--- src/rtl/profiler_pkg.sv ---
// rtl/profiler_pkg.sv - shared constants and readout state encoding for the state profiler
package profiler_pkg;

  localparam int DEF_NUM_STATES   = 8;
  localparam int DEF_SEL_W        = 3;
  localparam int DEF_COUNT_W      = 32;
  localparam int DEF_DRAIN_CYCLES = 2;

  typedef enum logic [2:0] {
    RD_IDLE    = 3'd0,
    RD_RUN     = 3'd1,
    RD_DRAIN   = 3'd2,
    RD_SETTLE  = 3'd3,
    RD_CAPTURE = 3'd4,
    RD_SEND    = 3'd5,
    RD_DONE    = 3'd6
  } readout_state_e;

endpackage

--- src/rtl/profile_readout.sv ---
// rtl/profile_readout.sv - runs the state profiler and streams its per-state counts to the host
module profile_readout
  import profiler_pkg::*;
#(
  parameter int NUM_STATES   = DEF_NUM_STATES,
  parameter int SEL_W        = DEF_SEL_W,
  parameter int COUNT_W      = DEF_COUNT_W,
  parameter int DRAIN_CYCLES = DEF_DRAIN_CYCLES
) (
  input  logic               clk,
  input  logic               reset,
  input  logic               io_enable,
  input  logic               io_dump,
  output logic               io_prof_start,
  output logic [SEL_W-1:0]   io_prof_sel,
  input  logic [COUNT_W-1:0] io_prof_count,
  output logic               io_out_valid,
  input  logic               io_out_ready,
  output logic [COUNT_W-1:0] io_out_bits,
  output logic [SEL_W-1:0]   io_out_index,
  output logic               io_out_last,
  output logic               io_busy,
  output logic               io_done
);

  // Drain counter holds DRAIN_CYCLES-1 down to 0, so one bit minimum.
  localparam int DRAIN_W = (DRAIN_CYCLES > 2) ? $clog2(DRAIN_CYCLES) : 1;
  localparam logic [DRAIN_W-1:0] DRAIN_LOAD = DRAIN_W'(DRAIN_CYCLES - 1);
  localparam logic [SEL_W-1:0]   LAST_IDX   = SEL_W'(NUM_STATES - 1);

  logic [1:0]         rst_sync;
  logic               rst_n;

  readout_state_e     state, state_n;
  logic [DRAIN_W-1:0] drain_cnt, drain_n;
  logic [SEL_W-1:0]   idx, idx_n;
  logic               start_q, start_n;
  logic [SEL_W-1:0]   sel_q, sel_n;
  logic               valid_q, valid_n;
  logic [COUNT_W-1:0] bits_q, bits_n;
  logic [SEL_W-1:0]   index_q, index_n;
  logic               last_q, last_n;
  logic               busy_q, busy_n;
  logic               done_q, done_n;

  // Reset synchronizer: assertion passes straight through, release is aligned to clk.
  always_ff @(posedge clk or negedge reset) begin
    if (!reset) rst_sync <= 2'b00;
    else        rst_sync <= {rst_sync[0], 1'b1};
  end

  assign rst_n = rst_sync[1];

  // State, counters and every output are registered here.
  always_ff @(posedge clk or negedge rst_n) begin
    if (!rst_n) begin
      state     <= RD_IDLE;
      drain_cnt <= '0;
      idx       <= '0;
      start_q   <= 1'b0;
      sel_q     <= '0;
      valid_q   <= 1'b0;
      bits_q    <= '0;
      index_q   <= '0;
      last_q    <= 1'b0;
      busy_q    <= 1'b0;
      done_q    <= 1'b0;
    end else begin
      state     <= state_n;
      drain_cnt <= drain_n;
      idx       <= idx_n;
      start_q   <= start_n;
      sel_q     <= sel_n;
      valid_q   <= valid_n;
      bits_q    <= bits_n;
      index_q   <= index_n;
      last_q    <= last_n;
      busy_q    <= busy_n;
      done_q    <= done_n;
    end
  end

  // Next state and next registered outputs; dump is only honoured from IDLE and RUN.
  always_comb begin
    state_n = state;
    drain_n = drain_cnt;
    idx_n   = idx;
    start_n = 1'b0;
    sel_n   = sel_q;
    valid_n = valid_q;
    bits_n  = bits_q;
    index_n = index_q;
    last_n  = last_q;
    done_n  = 1'b0;

    case (state)
      RD_IDLE: begin
        sel_n = '0;
        if (io_dump) begin
          state_n = RD_DRAIN;
          drain_n = DRAIN_LOAD;
        end else if (io_enable) begin
          state_n = RD_RUN;
          start_n = 1'b1;
        end
      end
      RD_RUN: begin
        if (io_dump || !io_enable) begin
          state_n = RD_DRAIN;
          drain_n = DRAIN_LOAD;
        end else begin
          start_n = 1'b1;
        end
      end
      RD_DRAIN: begin
        // Give the profiler time to finish its trailing count before reading.
        if (drain_cnt == '0) begin
          state_n = RD_SETTLE;
          idx_n   = '0;
          sel_n   = '0;
        end else begin
          drain_n = drain_cnt - 1'b1;
        end
      end
      RD_SETTLE: begin
        state_n = RD_CAPTURE;
      end
      RD_CAPTURE: begin
        bits_n  = io_prof_count;
        index_n = idx;
        last_n  = (idx == LAST_IDX);
        valid_n = 1'b1;
        state_n = RD_SEND;
      end
      RD_SEND: begin
        if (io_out_ready) begin
          valid_n = 1'b0;
          if (last_q) begin
            state_n = RD_DONE;
            done_n  = 1'b1;
          end else begin
            idx_n   = idx + 1'b1;
            sel_n   = idx + 1'b1;
            state_n = RD_SETTLE;
          end
        end
      end
      RD_DONE: begin
        sel_n   = '0;
        state_n = RD_IDLE;
      end
      default: begin
        state_n = RD_IDLE;
      end
    endcase

    busy_n = (state_n != RD_IDLE);
  end

  assign io_prof_start = start_q;
  assign io_prof_sel   = sel_q;
  assign io_out_valid  = valid_q;
  assign io_out_bits   = bits_q;
  assign io_out_index  = index_q;
  assign io_out_last   = last_q;
  assign io_busy       = busy_q;
  assign io_done       = done_q;

endmodule

--- config.mk ---
export PLATFORM = sky130hd
export DESIGN_NAME = profile_readout
export DESIGN_NICKNAME = d
export VERILOG_FILES = /design/src/rtl/profiler_pkg.sv /design/src/rtl/profile_readout.sv
export SDC_FILE = /design/constraint.sdc
export NUM_CORES = 1
export LEC_CHECK = 0
export ABC_CLOCK_PERIOD_IN_PS = 3500
export BUFFER_PORTS_ARGS = -buffer_cell sky130_fd_sc_hd__buf_4
export CORE_UTILIZATION = 52
export DETAILED_ROUTE_END_ITERATION = 12
export HOLD_SLACK_MARGIN = 0.08
export MAX_ROUTING_LAYER = met4
export PLACE_DENSITY_LB_ADDON = 0.08
export SYNTH_ARGS = -nofsm -noshare
export SYNTH_HDL_FRONTEND = slang
export SYNTH_SLANG_ARGS = --single-unit
--- constraint.sdc ---
create_clock -name clk -period 3.5 [get_ports clk]
set_clock_uncertainty 0.15 [all_clocks]
set_input_delay 0.35 -clock clk [delete_from_list [all_inputs] [get_ports clk]]
set_output_delay 0.35 -clock clk [all_outputs]
set_load 0.1 [all_outputs]
==> flow_summary.toml, run 1 <==
[worst_setup_path]
cp-start-kind = "register"
critPathLaunch = "state[2]"
path_max_fanout = 37
crit_slowest_cell = "dfrtp_1"
ff2ff_path_depth = 3
crit_chain = "nand2b_2 > nor2_8 > mux2_1"
worst-setup-path-type = "reg2reg"
slowest_delay_ns = 0.68
crit_path_end_kind = "register"
required_ns = 3.52
worstPathArrival_ns = 2.06
rr_startpoint = "state[2]"

[placed_design]
dp_hpwl_um = 2869
dp_slack_ns = 1.498
port_buffers = 79
routabilityCongestion = 0.7784

[clock_tree]
path_clk_slew_ns = 0.09
ctsResizeCount = 0
clockBufferDepth = 2
cts_tree = "built"
cts_sinks = 52
cts_buffers = 5
clk_root_buffer_cell = "clkbuf_8"
htree_levels = 2
clock_latency_ns = 0.30

[global_routing]
grt_pass1_vias = 1492
antenna_found_initial = 0
overflow = 0
grt_pass1_wl_um = 6686
track_usage = 0.2118
grt_max_degree = 51

[detailed_routing]
ant_nets = 0
via_count = 1449
dr.pass1.iters = 4
first_iter_violations = 69
vias_per_cell = 5.269
drc = 0
avgRoutedWirePerCell_um = 14.26
routed_wl_um = 3922

[final_layout]
n_antenna_cell = 0
layout_commonest_cell = "buf_4"
syn_to_final_growth_pct = 34.75
seq_area_um2 = 1303
num-nets-final = 265
multi_input_area_um2 = 753.2
fillers = 268
final_cell_mix = "buf_4 (79), dfrtp_1 (51), mux2_1 (36)"
drive_gt1_frac = 0.4053
finish.utilization = 0.7551

[yosys]
synth.top_cell.area_share = 0.6157
synth_top_cells_by_area = "dfrtp_1 (62%), mux2_1 (19%), buf_6 (1.6%)"
ys_types = 37
yosysSeqAreaShare = 0.6157
synth-seq-cells = 52
synth_area_per_cell_um2 = 14.57
yosysWarnings = 0
synth_top_area_cell = "dfrtp_1"
synth_cells = 145
synth_fp_nets = 184
syn_area_um2 = 2113

[run_status]
outcome = "complete, no violations"

[timing]
rsz0062_at_grt = "false"
hold_viol = 0
finalCritPeriodShare = 0.5809
min_period_ns = 2.033
relSlewSlack = 0.3270
fmax_mhz = 491.8
worstMarginPinSlew_ns = 1.009
fin_tns_setup_ns = 0
drv_slew = 0
setup_viol_count_final = 0
setup_ws_ns = 1.467

[floorplanning]
core_um2 = 3771
die_w_um = 65.75
die_h_um = 65.75
initial_core_util = 0.5604
ios = 80
num_rows = 22
die_area_um2 = 4323

[job]
maxCapViolCount = 0

[min_path]
hold_path.class = "in2reg"
hold_depth = 2
min_from = "io_prof_count[2]"
-- per-layer routing --
layer / GRT usage / vias up / wire length [um]
met3: 0.04861 / 4 / 261
met5: - / - / 0
met4: 0.06522 / 0 / 31
met2: 0.3648 / 53 / 2035
met1: 0.2447 / 708 / 1593
li1: - / 684 / -
-- area by class of cell --
| cell class | count | area share |
|---|---|---|
| inverters | 2 | 0.002636 |
| well taps | 48 | 0.02109 |
| multi-input cells | 84 | 0.2645 |
| flip-flops and latches | 52 | 0.4574 |
| clock inverters | 3 | 0.01494 |
| repair buffers | 81 | 0.2153 |
| clock buffers | 5 | 0.02417 |
-- worst paths after layout --
check	endpoint	slack (ns)
hold reg to reg	rst_sync[1]	0.21
max in group asynchronous	io_out_bits[30]	2.29
setup / recovery	io_out_bits[13]	1.47
hold / removal	io_out_bits[2]	0.11
setup reg to reg	io_out_bits[13]	1.47
min in group asynchronous	rst_sync[0]	0.22
-- cells in the mapped netlist, drive strengths merged --
| master | instances |
|---|---|
| inv | 2 |
| nand2b | 2 |
| nand3b | 2 |
| and2 | 2 |
| conb | 1 |
| a21o | 2 |
| a22o | 2 |
| a2bb2oi | 1 |
| buf | 5 |
| mux2 | 37 |
| nand2 | 3 |
| nand4 | 3 |
| nor4 | 1 |
| o21ai | 3 |
| nand3 | 5 |
| o21bai | 1 |
| o22ai | 1 |
| a31oi | 1 |
| dfrtp | 52 |
| a22oi | 1 |
| or2 | 1 |
| a21oi | 2 |
| and4b | 1 |
| nor4b | 2 |
| nor2 | 2 |
| and3 | 1 |
| ha | 2 |
| o211ai | 1 |
| a32oi | 1 |
| clkbuf | 2 |
| nand4bb | 1 |
| nor2b | 2 |
-- kinds of logic (layout without fill, tap and decap cells) --
logic type	after synthesis	count (layout)	share of synthesized area
fa+ha+maj	2	2	0.01184
flops	52	52	0.6157
buf+inv	9	91	0.02783
mux	37	37	0.1972
other cells	1	1	0.001774
compound gates	16	16	0.05211
simple gates	28	28	0.09355
-- registers in the layout, summed over array words and instances (netlist names) --
register       count
io_out_index       3
io_prof_start      1
io_out_bits       32
io_out_last        1
idx                3
io_prof_sel        3
io_busy            1
state              3
io_out_valid       1
rst_sync           2
drain_cnt          1
io_done            1
-- metrics by stage --
stage          std cells  instance area, um2  hold WS [ns]
2_1_floorplan        145                2113      -0.09559
3_3_place_gp         265                2716      -0.01712
3_5_place_dp         265                2716      -0.01522
4_1_cts              275                2848        0.1046
5_1_grt              275                2848        0.1041
6_report             275                2848        0.1103
-- worst max-delay path: cells and delay by family (launching register included) --
kind | cells | cell delay, ns
AND/OR/NAND/NOR | 2 | 0.68
flip-flops | 1 | 0.68
multiplexers | 1 | 0.39
-- repair_timing --
item,4_1_cts,5_1_grt
hold endpoints to repair,3,0
buffers inserted,0,0
hold buffers,2,0
Power of run 1 is not shown: default switching activity piles up to over one toggle a cycle in this logic, so the estimate is an artifact.
==> inputs of run 2 (changes only) <==
--- a/config.mk
+++ b/config.mk
@@ -5,9 +5,10 @@
 export SDC_FILE = /design/constraint.sdc
 export NUM_CORES = 1
 export LEC_CHECK = 0
-export ABC_CLOCK_PERIOD_IN_PS = 3500
+export ABC_AREA = 1
+export ABC_CLOCK_PERIOD_IN_PS = 1650
 export BUFFER_PORTS_ARGS = -buffer_cell sky130_fd_sc_hd__buf_4
-export CORE_UTILIZATION = 52
+export CORE_UTILIZATION = 44
 export DETAILED_ROUTE_END_ITERATION = 12
 export HOLD_SLACK_MARGIN = 0.08
 export MAX_ROUTING_LAYER = met4
==> constraint.sdc (replaced) <==
create_clock -name clk -period 1.65 [get_ports clk]
set_clock_uncertainty 0.15 [all_clocks]
set_input_delay 0.165 -clock clk [delete_from_list [all_inputs] [get_ports clk]]
set_output_delay 0.165 -clock clk [all_outputs]
set_load 0.1 [all_outputs]
==> run 2 against run 1 <==
  * Final cell count up 57%
  * Non-clock buffer count up 44
  * Synthesized cell count up 70%
  * Hold slack worse by 0.026 ns
  * Count of clock-buffer cells in the layout up 1
  * Critical path depth up 4
  * Flip-flop and latch count unchanged
  * Utilization down 5.7 points
  * Maximum frequency up 38%
  * Design area up 18%
  * Register-to-register slack worse by 1.3 ns
  * Setup slack worse by 1.3 ns
  * Highest routed layer unchanged
==> flow_summary.toml, run 2 <==
[yosys]
synth-edff-count = 0
synth_fp_nets = 285
synth.top_cell.area_share = 0.5817
yosysWarnings = 0
synth-seq-cells = 52
synthTopCellsByCount = "nand2_1 (99), dfrtp_1 (52), nand3_1 (45), inv_1 (9), nor2_1 (7)"
synth_top_area_cell = "dfrtp_1"
syn_area_um2 = 2237
synthArstFlopShare = 1.000
synth_top_cells_by_area = "dfrtp_1 (58%), nand2_1 (17%), nand3_1 (10%)"
synth_cells = 246
yosysSeqAreaShare = 0.5817
ys_types = 20
yosysMostFrequentCell = "nand2_1"
synth-main-ff-cell = "dfrtp_1"
synth_area_per_cell_um2 = 9.094

[global_routing]
grt_pass1_vias = 1851
antenna_found_initial = 0
gr-usage-met3 = 0.05624
grt_max_degree = 39
met1_usage = 0.2715
top_usage_layer = "met2"
overflow = 0
grt_pass1_wl_um = 8569
met2_usage = 0.3457
track_usage = 0.2159

[detailed_routing]
vias_per_cell = 4.733
drc = 0
avgRoutedWirePerCell_um = 12.55
ant_nets = 0
routed_wl_um = 5411
dr.pass1.iters = 4
first_iter_violations = 87
via_count = 2040

[timing]
fmax_mhz = 676.4
setup_ws_ns = 0.1715
drv_slew = 0
holdWs_ns = 0.08446
setup_viol_count_final = 0
min_period_ns = 1.478
hold_viol = 0
fin_tns_setup_ns = 0
finalCritPeriodShare = 0.8960
rsz0062_at_grt = "false"

[worst_setup_path]
rr_startpoint = "state[0]"
cpLargestDelayFamily = "simple AND/OR/NAND/NOR gates"
r2r_end = "idx[0]"
required_ns = 1.69
slowest_delay_ns = 0.44
worstPathArrival_ns = 1.52
cp_num_buf_inv = 1
worst-setup-path-type = "reg2reg"
cp-start-kind = "register"
r2r_setup_slack_ns = 0.17
crit_top_cell = "nand2_1"
crit_slowest_cell = "dfrtp_1"
crit_path_end_kind = "register"
path_max_fanout = 6
crit_chain = "buf_4 > nor2_1 > nand2_1 > nand2_1 > nand3_2 > nand2_1 > nand2_1"
ff2ff_path_depth = 7

[clock_tree]
clock_latency_ns = 0.30
htree_levels = 2
ctsResizeCount = 0
cts_buffers = 5
clk_root_buffer_cell = "clkbuf_8"
cts_sinks = 52
path_clk_slew_ns = 0.09
cts_tree = "built"
clockBufferDepth = 2

[placed_design]
dp_slack_ns = 0.2196
routabilityCongestion = 0.8340
dp_hpwl_um = 3390
port_buffers = 79

[floorplanning]
ios = 80
initial_core_util = 0.4644
core_um2 = 4817
die_area_um2 = 5374
num_rows = 25
die_h_um = 73.31
die_w_um = 73.31

[job]
maxCapViolCount = 0

[final_layout]
n_antenna_cell = 0
fillers = 402
drive_gt1_frac = 0.2885
layout_commonest_cell = "nand2_1"
finish.utilization = 0.6982
largest_register_ff_count = 32
syn_to_final_growth_pct = 50.34
final_cell_mix = "nand2_1 (99), buf_4 (86), dfrtp_1 (51)"
num-nets-final = 403

[min_path]
hold_path.class = "reg2async"

[run_status]
outcome = "complete, no violations"
[run 2: worst max path at each step]
stage | from | endpoint | slack [ns] | cells after the start
5_1_grt | state[0] | idx[0] | 0.05 | 7
3_5_place_dp | state[0] | idx[1] | 0.22 | 7
6_report | state[0] | idx[0] | 0.17 | 7
3_3_place_gp | state[2] | io_busy | 0.23 | 5
2_1_floorplan | io_out_last | io_prof_sel[1] | -0.1 | 5
4_1_cts | state[0] | idx[0] | 0.17 | 7
[run 2: cell type report]
type                       count  area, um2  share of cell area
sequential                    52       1303              0.3873
timing repair buffer         125       1056              0.3140
multi-input combinational    168      773.2              0.2299
tap                           67      83.83             0.02493
clock buffer                   6      72.57             0.02158
inverter                      12      45.04             0.01339
clock inverter                 1      30.03            0.008929
[run 2: timing repair]
action                    in CTS  in global routing
buffers inserted               0                  0
hold buffers                  37                  0
hold endpoints to repair      38                  0
[run 2: per-layer routing]
layer	share of wire	up-vias
met3	0.059	8
met4	0.012	0
met2	0.47	69
met1	0.45	952
met5	0	-
li1	-	1011
[run 2: kinds of logic after synthesis]
| group | after synthesis | synth area share |
|---|---|---|
| compound gates | 3 | 0.007827 |
| simple gates | 162 | 0.3249 |
| fa+ha+maj | 2 | 0.01118 |
| flops | 52 | 0.5817 |
| buf+inv | 26 | 0.07270 |
| other cells | 1 | 0.001676 |
[run 2: through the flow]
| step | std cells | instance area [um2] |
|---|---|---|
| floorplan | 246 | 2238 |
| global placement | 387 | 2890 |
| detailed placement | 387 | 2890 |
| CTS | 431 | 3363 |
| global route | 431 | 3363 |
| finish | 431 | 3363 |
Power of run 2 is left out for the same reason.
